<file path="config.mk">
export PLATFORM = sky130hd
export DESIGN_NAME = dec_entry
export DESIGN_NICKNAME = d
export VERILOG_FILES = /design/src/rtl/calc_pkg.sv /design/src/rtl/press_edge.sv /design/src/rtl/dec_entry.sv
export SDC_FILE = /design/constraint.sdc
export NUM_CORES = 1
export LEC_CHECK = 0
export BUFFER_PORTS_ARGS = -buffer_cell sky130_fd_sc_hd__buf_2
export CORE_UTILIZATION = 44
export DETAILED_ROUTE_END_ITERATION = 8
export GPL_TIMING_DRIVEN = 0
export PLACE_DENSITY = 0.74
export SLEW_MARGIN = 20
export SYNTH_ARGS = -nofsm -noshare
export SYNTH_HDL_FRONTEND = slang
export SYNTH_SLANG_ARGS = --single-unit
</file>
<file path="constraint.sdc">
create_clock -name clk -period 3.5 [get_ports clk]
set_input_delay 0.7 -clock clk [delete_from_list [all_inputs] [get_ports clk]]
set_output_delay 0.7 -clock clk [all_outputs]
set_load 0.1 [all_outputs]
</file>
<file path="src/rtl/calc_pkg.sv">
// Shared types and operand limits for the sum/difference board's decimal entry path.
package calc_pkg;

  typedef enum logic [1:0] {
    S_TENS  = 2'd0,
    S_ONES  = 2'd1,
    S_CHECK = 2'd2
  } entry_state_t;

  localparam int OPERAND_W = 6;
  // Two BCD digits give at most 99, which needs 7 bits of magnitude.
  localparam int MAG_W     = 7;
  localparam int BCD_MAX   = 9;

  function automatic int max_pos(input int w);
    return (1 << (w - 1)) - 1;
  endfunction

  function automatic int max_neg_mag(input int w);
    return 1 << (w - 1);
  endfunction

  localparam int MAX_POS     = max_pos(OPERAND_W);
  localparam int MAX_NEG_MAG = max_neg_mag(OPERAND_W);

endpackage

</file>
<file path="src/rtl/press_edge.sv">
// Two-flop synchronizer for the active-low pushbutton plus a registered one-shot
// that fires once per synchronized 1->0 transition.
module press_edge (
  input  logic clk,
  input  logic reset,
  input  logic button,
  output logic press
);

  logic sync_p0;
  logic sync_p1;
  logic prev_p2;

  // Flops idle high so a button held through reset is not seen as a press.
  always_ff @(posedge clk) begin
    if (reset) begin
      sync_p0 <= 1'b1;
      sync_p1 <= 1'b1;
      prev_p2 <= 1'b1;
      press   <= 1'b0;
    end else begin
      sync_p0 <= button;
      sync_p1 <= sync_p0;
      prev_p2 <= sync_p1;
      press   <= prev_p2 & ~sync_p1;
    end
  end

endmodule

</file>
<file path="src/rtl/dec_entry.sv">
// Decimal operand entry: two button presses capture tens and ones BCD digits,
// the signed result is range-checked and emitted as a W-bit two's-complement operand.
module dec_entry
  import calc_pkg::*;
#(
  parameter int W = OPERAND_W
) (
  input  logic         clk,
  input  logic         reset,
  input  logic         button,
  input  logic [3:0]   digit,
  input  logic         neg,
  output logic [W-1:0] value,
  output logic         valid,
  output logic         err,
  output logic [3:0]   tens_q,
  output logic [3:0]   ones_q,
  output logic         phase
);

  localparam int EXT_W = (W > MAG_W) ? W : MAG_W;
  localparam logic [MAG_W-1:0] LIM_POS = MAG_W'(max_pos(W));
  localparam logic [MAG_W-1:0] LIM_NEG = MAG_W'(max_neg_mag(W));
  localparam logic [3:0]       BCD_LIM = 4'(BCD_MAX);

  entry_state_t     state;
  logic             press;
  logic             neg_q;
  logic [MAG_W-1:0] mag;

  function automatic logic [MAG_W-1:0] times10(input logic [3:0] t);
    return MAG_W'({t, 3'b000}) + MAG_W'({t, 1'b0});
  endfunction

  function automatic logic in_range(input logic [3:0] t, input logic [3:0] o,
                                    input logic n, input logic [MAG_W-1:0] m);
    return (t <= BCD_LIM) && (o <= BCD_LIM) && (n ? (m <= LIM_NEG) : (m <= LIM_POS));
  endfunction

  // Negative zero falls out naturally: -0 == 0.
  function automatic logic [W-1:0] to_twos(input logic n, input logic [MAG_W-1:0] m);
    logic signed [EXT_W:0] ext;
    ext = $signed({{(EXT_W + 1 - MAG_W){1'b0}}, m});
    if (n) ext = -ext;
    return ext[W-1:0];
  endfunction

  press_edge u_press_edge (
    .clk    (clk),
    .reset  (reset),
    .button (button),
    .press  (press)
  );

  assign mag = times10(tens_q) + MAG_W'(ones_q);

  // Entry FSM: capture digits, then judge and publish in S_CHECK.
  always_ff @(posedge clk) begin
    if (reset) begin
      state  <= S_TENS;
      value  <= '0;
      valid  <= 1'b0;
      err    <= 1'b0;
      tens_q <= '0;
      ones_q <= '0;
      neg_q  <= 1'b0;
      phase  <= 1'b0;
    end else begin
      valid <= 1'b0;
      case (state)
        S_TENS: begin
          if (press) begin
            tens_q <= digit;
            ones_q <= '0;
            err    <= 1'b0;
            state  <= S_ONES;
            phase  <= 1'b1;
          end
        end
        S_ONES: begin
          if (press) begin
            ones_q <= digit;
            neg_q  <= neg;
            state  <= S_CHECK;
            phase  <= 1'b0;
          end
        end
        S_CHECK: begin
          // Any press landing here is intentionally dropped.
          if (in_range(tens_q, ones_q, neg_q, mag)) begin
            value <= to_twos(neg_q, mag);
            valid <= 1'b1;
          end else begin
            err <= 1'b1;
          end
          state <= S_TENS;
        end
        default: begin
          state <= S_TENS;
          phase <= 1'b0;
        end
      endcase
    end
  end

endmodule

</file>
======== Word level (Yosys, flattened, before mapping) ========
Cells that the tools add are included.
word-level totals
  flip-flop bits (word level) ............. 24
  input bits .............................. 8
  output and inout port bits .............. 17
cells by class
  add/sub/neg operators ................... 3
  order comparisons ....................... 4
  equal/unequal tests ..................... 5
  multiplexer cells ....................... 14
  bitwise logic cells ..................... 3
  reductions and logical operators ........ 13
operators with widths
  cell                                                             count
  AND reduction 3 bit                                              3
  less-or-equal comparator 4 bit (second input constant)           2
  2-to-1 mux 4 bit                                                 2
  case mux 4 bit (2 select lines)                                  1
  AND reduction 2 bit                                              4
  adder 7 x 4 -> 7 bit                                             1
  adder 7 x 5 -> 7 bit                                             1
  less-or-equal comparator 7 x 5 -> 1 bit (second input constant)  1
  less-or-equal comparator 7 x 6 -> 1 bit (second input constant)  1
  2-to-1 mux 6 bit                                                 1
  negation 6 bit                                                   1
  2-to-1 mux 1 bit                                                 5
  2-to-1 mux 2 bit                                                 2
  inequality test 2 x 1 -> 1 bit (second input constant)           2
  case mux 2 bit (2 select lines)                                  1
  nonzero test 2 bit                                               2
  case mux 1 bit (3 select lines)                                  1
  == test 2 x 1 -> 1 bit (second input constant)                   1
  == test 2 bit (second input constant)                            1
  logical AND 1 bit                                                2
  zero test 2 bit                                                  1
  inequality test 2 bit (second input constant)                    1
  inverter 1 bit                                                   2
  case mux 1 bit (2 select lines)                                  1
  2 further kinds                                                  2

======== Depth between registers and ports, before layout ========
  depth in word-level cells ............... 7
  gate-level depth with buffers ........... 10
  mapped depth without buffers ............ 9

======== Modules after synthesis ========
Synthesis repeated with hierarchy kept, for this count alone.
second synthesis, totals
  cells, all modules ...................... 140
  area, all modules ....................... 1266.2 um2
by module, submodules not included
  module      instances  cells each  area an instance (um2)  sequential area each (um2)
  dec_entry   1          132         1159.9                  400.4
  press_edge  1          8           106.4                   80.1

======== Worst setup path before layout ========
Ideal clock, no wire load.
  path type ............................... register to register
  start ................................... register tens_q[0]
  end ..................................... register value[1]
  setup time .............................. 134 ps
  data arrival time ....................... 3390 ps
  data required time ...................... 3366 ps
  path slack .............................. -25 ps
  cell stages (with the launch flop) ...... 11
  path buffers ............................ 1
  cell sequence ........................... dfxtp_1 -> inv_1 -> fa_1 -> inv_1 -> fa_1 -> and4bb_4 -> a211oi_1 -> or2_1 -> buf_6 -> nor4_1 -> nor3_1
on the way
  longest elaborated chain between the ends .. 6
  elaborated cells between the ends (all ways) .. 11
RTL lines
  what                                                                                                line             source
  start, declared                                                                                     dec_entry.sv:16  output logic [3:0] tens_q,
  start signal, assigned                                                                              dec_entry.sv:73  tens_q <= digit;
  adder 7 x 5 -> 7 bit                                                                                dec_entry.sv:32  return MAG_W'({t, 3'b000}) + MAG_W'({t, 1'b0});
  adder 7 x 4 -> 7 bit                                                                                dec_entry.sv:55  assign mag = times10(tens_q) + MAG_W'(ones_q);
  less-or-equal comparator 7 x 5 -> 1 bit or less-or-equal comparator 7 x 6 -> 1 bit (tied branches)  dec_entry.sv:37  return (t <= BCD_LIM) && (o <= BCD_LIM) && (n ? (m <= LIM_NEG) : (m <= LIM_POS));
  2-to-1 mux 1 bit                                                                                    dec_entry.sv:37
  logical AND 1 bit                                                                                   dec_entry.sv:37
  AND reduction 2 bit (no source line)                                                                n/a
  end signal, assigned                                                                                dec_entry.sv:91  value <= to_twos(neg_q, mag);
  end, declared                                                                                       dec_entry.sv:13  output logic [W-1:0] value,
Parallel ways exist; a longest one is shown, timed or not.
A chain may end at the register's enable or synchronous reset.

======== Worst setup path after layout ========
  start ................................... register ones_q[3]
  end ..................................... register value[4]
on the way
  longest elaborated chain between the ends .. 5
  elaborated cells between the ends (all ways) .. 10
RTL lines
  what                                                                                                line             source
  start, declared                                                                                     dec_entry.sv:17  output logic [3:0] ones_q,
  start signal, assigned                                                                              dec_entry.sv:82  ones_q <= digit;
  adder 7 x 4 -> 7 bit                                                                                dec_entry.sv:55
  less-or-equal comparator 7 x 5 -> 1 bit or less-or-equal comparator 7 x 6 -> 1 bit (tied branches)  dec_entry.sv:37
  2-to-1 mux 1 bit                                                                                    dec_entry.sv:37
  logical AND 1 bit                                                                                   dec_entry.sv:37
  AND reduction 2 bit (no source line)                                                                n/a
Parallel ways exist; a longest one is shown, timed or not.

==> impl_metrics.env <==
export IMPL_htree_levels=1
export IMPL_cp_end_kind="flop"
export IMPL_setup_violations=0
export IMPL_syn_area_um2=1400
export IMPL_pin_count=25
export IMPL_synth_edff_count=0
export IMPL_global_route_usage_total_pct=18.6
export IMPL_vias=1228
export IMPL_start_util_pct=46.1
export IMPL_fp_dieH_um=58.3
export IMPL_hold_class="reg -> reg"
export IMPL_postSynthNetCount=174
export IMPL_floorplan_die_area_um2=3400
export IMPL_avgSynthCellArea_um2=9.00
export IMPL_worstRegToRegCells=10
export IMPL_postSynth_asyncResetShare_pct=0
export IMPL_slew_violations=0
export IMPL_yosysUniqueCellTypes=40
export IMPL_crit_chain="inv_1, fa_1, inv_1, fa_1, and4bb_4, a211oi_1, or2_1, buf_6, o31ai_1, a21oi_1"
export IMPL_finalHoldViolCount=0
export IMPL_drc=0
export IMPL_p_per_area_nw_per_um2=305
export IMPL_holdPathStages=2
export IMPL_cts_root_buf="clkbuf_4"
export IMPL_grt_pass1_vias=1189
export IMPL_wl_mm=2.95
export IMPL_relSlewSlack_pct=67.6
export IMPL_p_total_mw=0.491
export IMPL_status="complete, no violations"
export IMPL_cap_violations=0
export IMPL_drive_gt1_share_pct=24.0
export IMPL_via_per_inst=5.41
export IMPL_worst_endpoint_arrival_ns=3.12
export IMPL_hold_buffers=0
export IMPL_yosys_most_used_dff="dfxtp_1"
export IMPL_fin_ws_ns=0.584
export IMPL_drtAntennaViolNets=0
export IMPL_max_stage_delay_ns=0.56
export IMPL_tns_ns=0
export IMPL_fmax_mhz=343
export IMPL_peakVddDrop_mv=0.321
export IMPL_finClkSkew_ns=0.00725
export IMPL_wire_per_inst_um=13.0
export IMPL_fin_crit_ns=2.92
export IMPL_clock_path_buffers=2
export IMPL_gr_total_overflow=0
export IMPL_preCtsSetupSlack_ns=0.601
export IMPL_cts_buffers=3
export IMPL_clock_sinks=24
export IMPL_globalplace_congestion=0.918
export IMPL_worstMarginPinSlew_ns=0.486
export IMPL_finalCritPeriodShare_pct=83.3
export IMPL_crit_type="reg -> reg"
export IMPL_path_max_fanout=7
export IMPL_grt_pass1_wl_mm=4.95
export IMPL_cts_tree="yes"
export IMPL_final_cell_mix="buf_2, dfxtp_1, a21oi_1"
export IMPL_drt_iter0_markers=38
export IMPL_dp_hpwl_mm=2.27
export IMPL_core_um2=3030
export IMPL_cts_resized=0
export IMPL_p_leak_nw=0.694
export IMPL_synth_seq_cells=24
export IMPL_worst_endpoint_required_ns=3.71
export IMPL_cts_setup_buffers=0
export IMPL_utilization_pct=53.1
export IMPL_grt_max_degree=14
export IMPL_cts_clk_slew_worst_paths_ns=0.14
export IMPL_die_width_um=58.3
export IMPL_clock_latency_ns=0.32
export IMPL_row_count=20
export IMPL_fin_hold_ws_ns=0.426
export IMPL_portBuffers=24
export IMPL_antennaDiodeCount=0
export IMPL_final_common_cell="buf_2"
export IMPL_ys_warn_count=0
export IMPL_yosysSeqAreaShare_pct=34.4
export IMPL_areaGrowthSynthToFinish_pct=15.3
export IMPL_synthCells=155
export IMPL_nNetsFinal=203
export IMPL_antenna_found_initial=0
export IMPL_rsz0062_at_grt="no"
export IMPL_slowest_stage="fa_1"
export IMPL_drtPass1Iterations=4
export IMPL_critical_path_startpoint_type="flop"
[report_power, final]
group,internal [mW],switching [mW]
Sequential,0.278,0.00359
Combinational,0.0173,0.0427
Clock,0.0637,0.0854
[Yosys cell counts (2+ instances only)]
master,instances,area [um2]
nor3_1,3,15.0
a21oi_1,14,70.1
dfxtp_1,24,480
nand2b_1,4,25.0
o21ai_0,6,30.0
xnor2_1,6,52.6
clkbuf_1,3,11.3
or2_2,4,25.0
nor2_1,11,41.3
nand2_1,11,41.3
a21o_1,3,22.5
nand4_1,3,18.8
nor2b_1,3,18.8
o31ai_1,4,30.0
nand3_1,6,30.0
a31oi_1,4,25.0
fa_1,2,40.0
inv_1,12,45.0
ha_1,9,113
nor4_1,3,18.8
[stage by stage]
stage	std cells	area, um2
after detailed placement	223	1570
final	227	1610
after global placement	223	1570
after CTS	227	1610
after global routing	227	1610
after floorplan	155	1400
[routing by layer]
metal	GRT usage [%]	vias to the layer above	wire [um]
met4	8.84	0	57
met1	22.1	586	1330
met3	1.32	7	74
met5	0	-	0
li1	-	612	-
met2	34.0	23	1490
[state kept, by name (all words and copies together) (netlist names)]
signal / flops
phase: 1
u_press_edge.press: 1
valid: 1
u_press_edge.prev_p2: 1
value: 6
ones_q: 4
u_press_edge.sync_p0: 1
neg_q: 1
state: 2
u_press_edge.sync_p1: 1
err: 1
tens_q: 4
[cell families after synthesis]
| family | after synthesis | share of synthesized area [%] |
|---|---|---|
| simple gates | 53 | 20.7 |
| compound gates | 43 | 24.3 |
| flops | 24 | 34.4 |
| buf+inv | 17 | 5.11 |
| fa+ha+maj | 11 | 10.9 |
| xor+xnor | 6 | 3.77 |
| mux | 1 | 0.718 |
[cell type report]
type	count	area [um2]
buffer	5	26.3
clock buffer	4	36.3
fill	296	1420
inverter	12	45.0
multi-input combinational	114	843
sequential	24	483
tap	44	55.1
timing repair buffer	24	120
[final timing paths]
check | end | from | slack, ns
hold / removal | u_press_edge.press$_SDFF_PP0_ | u_press_edge.prev_p2$_SDFF_PP1_ | 0.43
setup reg to reg | value[4]$_SDFFE_PP0P_ | ones_q[3]$_SDFFE_PP0P_ | 0.58
setup / recovery | value[4]$_SDFFE_PP0P_ | ones_q[3]$_SDFFE_PP0P_ | 0.58
hold reg to reg | u_press_edge.press$_SDFF_PP0_ | u_press_edge.prev_p2$_SDFF_PP1_ | 0.43
[worst max-delay path, delay by kind of cell, from the launching register on]
family | cells | cell delay (ns)
flip-flops | 1 | 0.41
AND/OR/NAND/NOR | 2 | 0.64
buffers and inverters | 3 | 0.28
AO/OA/AOI/OAI | 3 | 0.44
adder cells (fa/ha/maj) | 2 | 1.04
No activity file was read; power rests on OpenSTA's default activity.
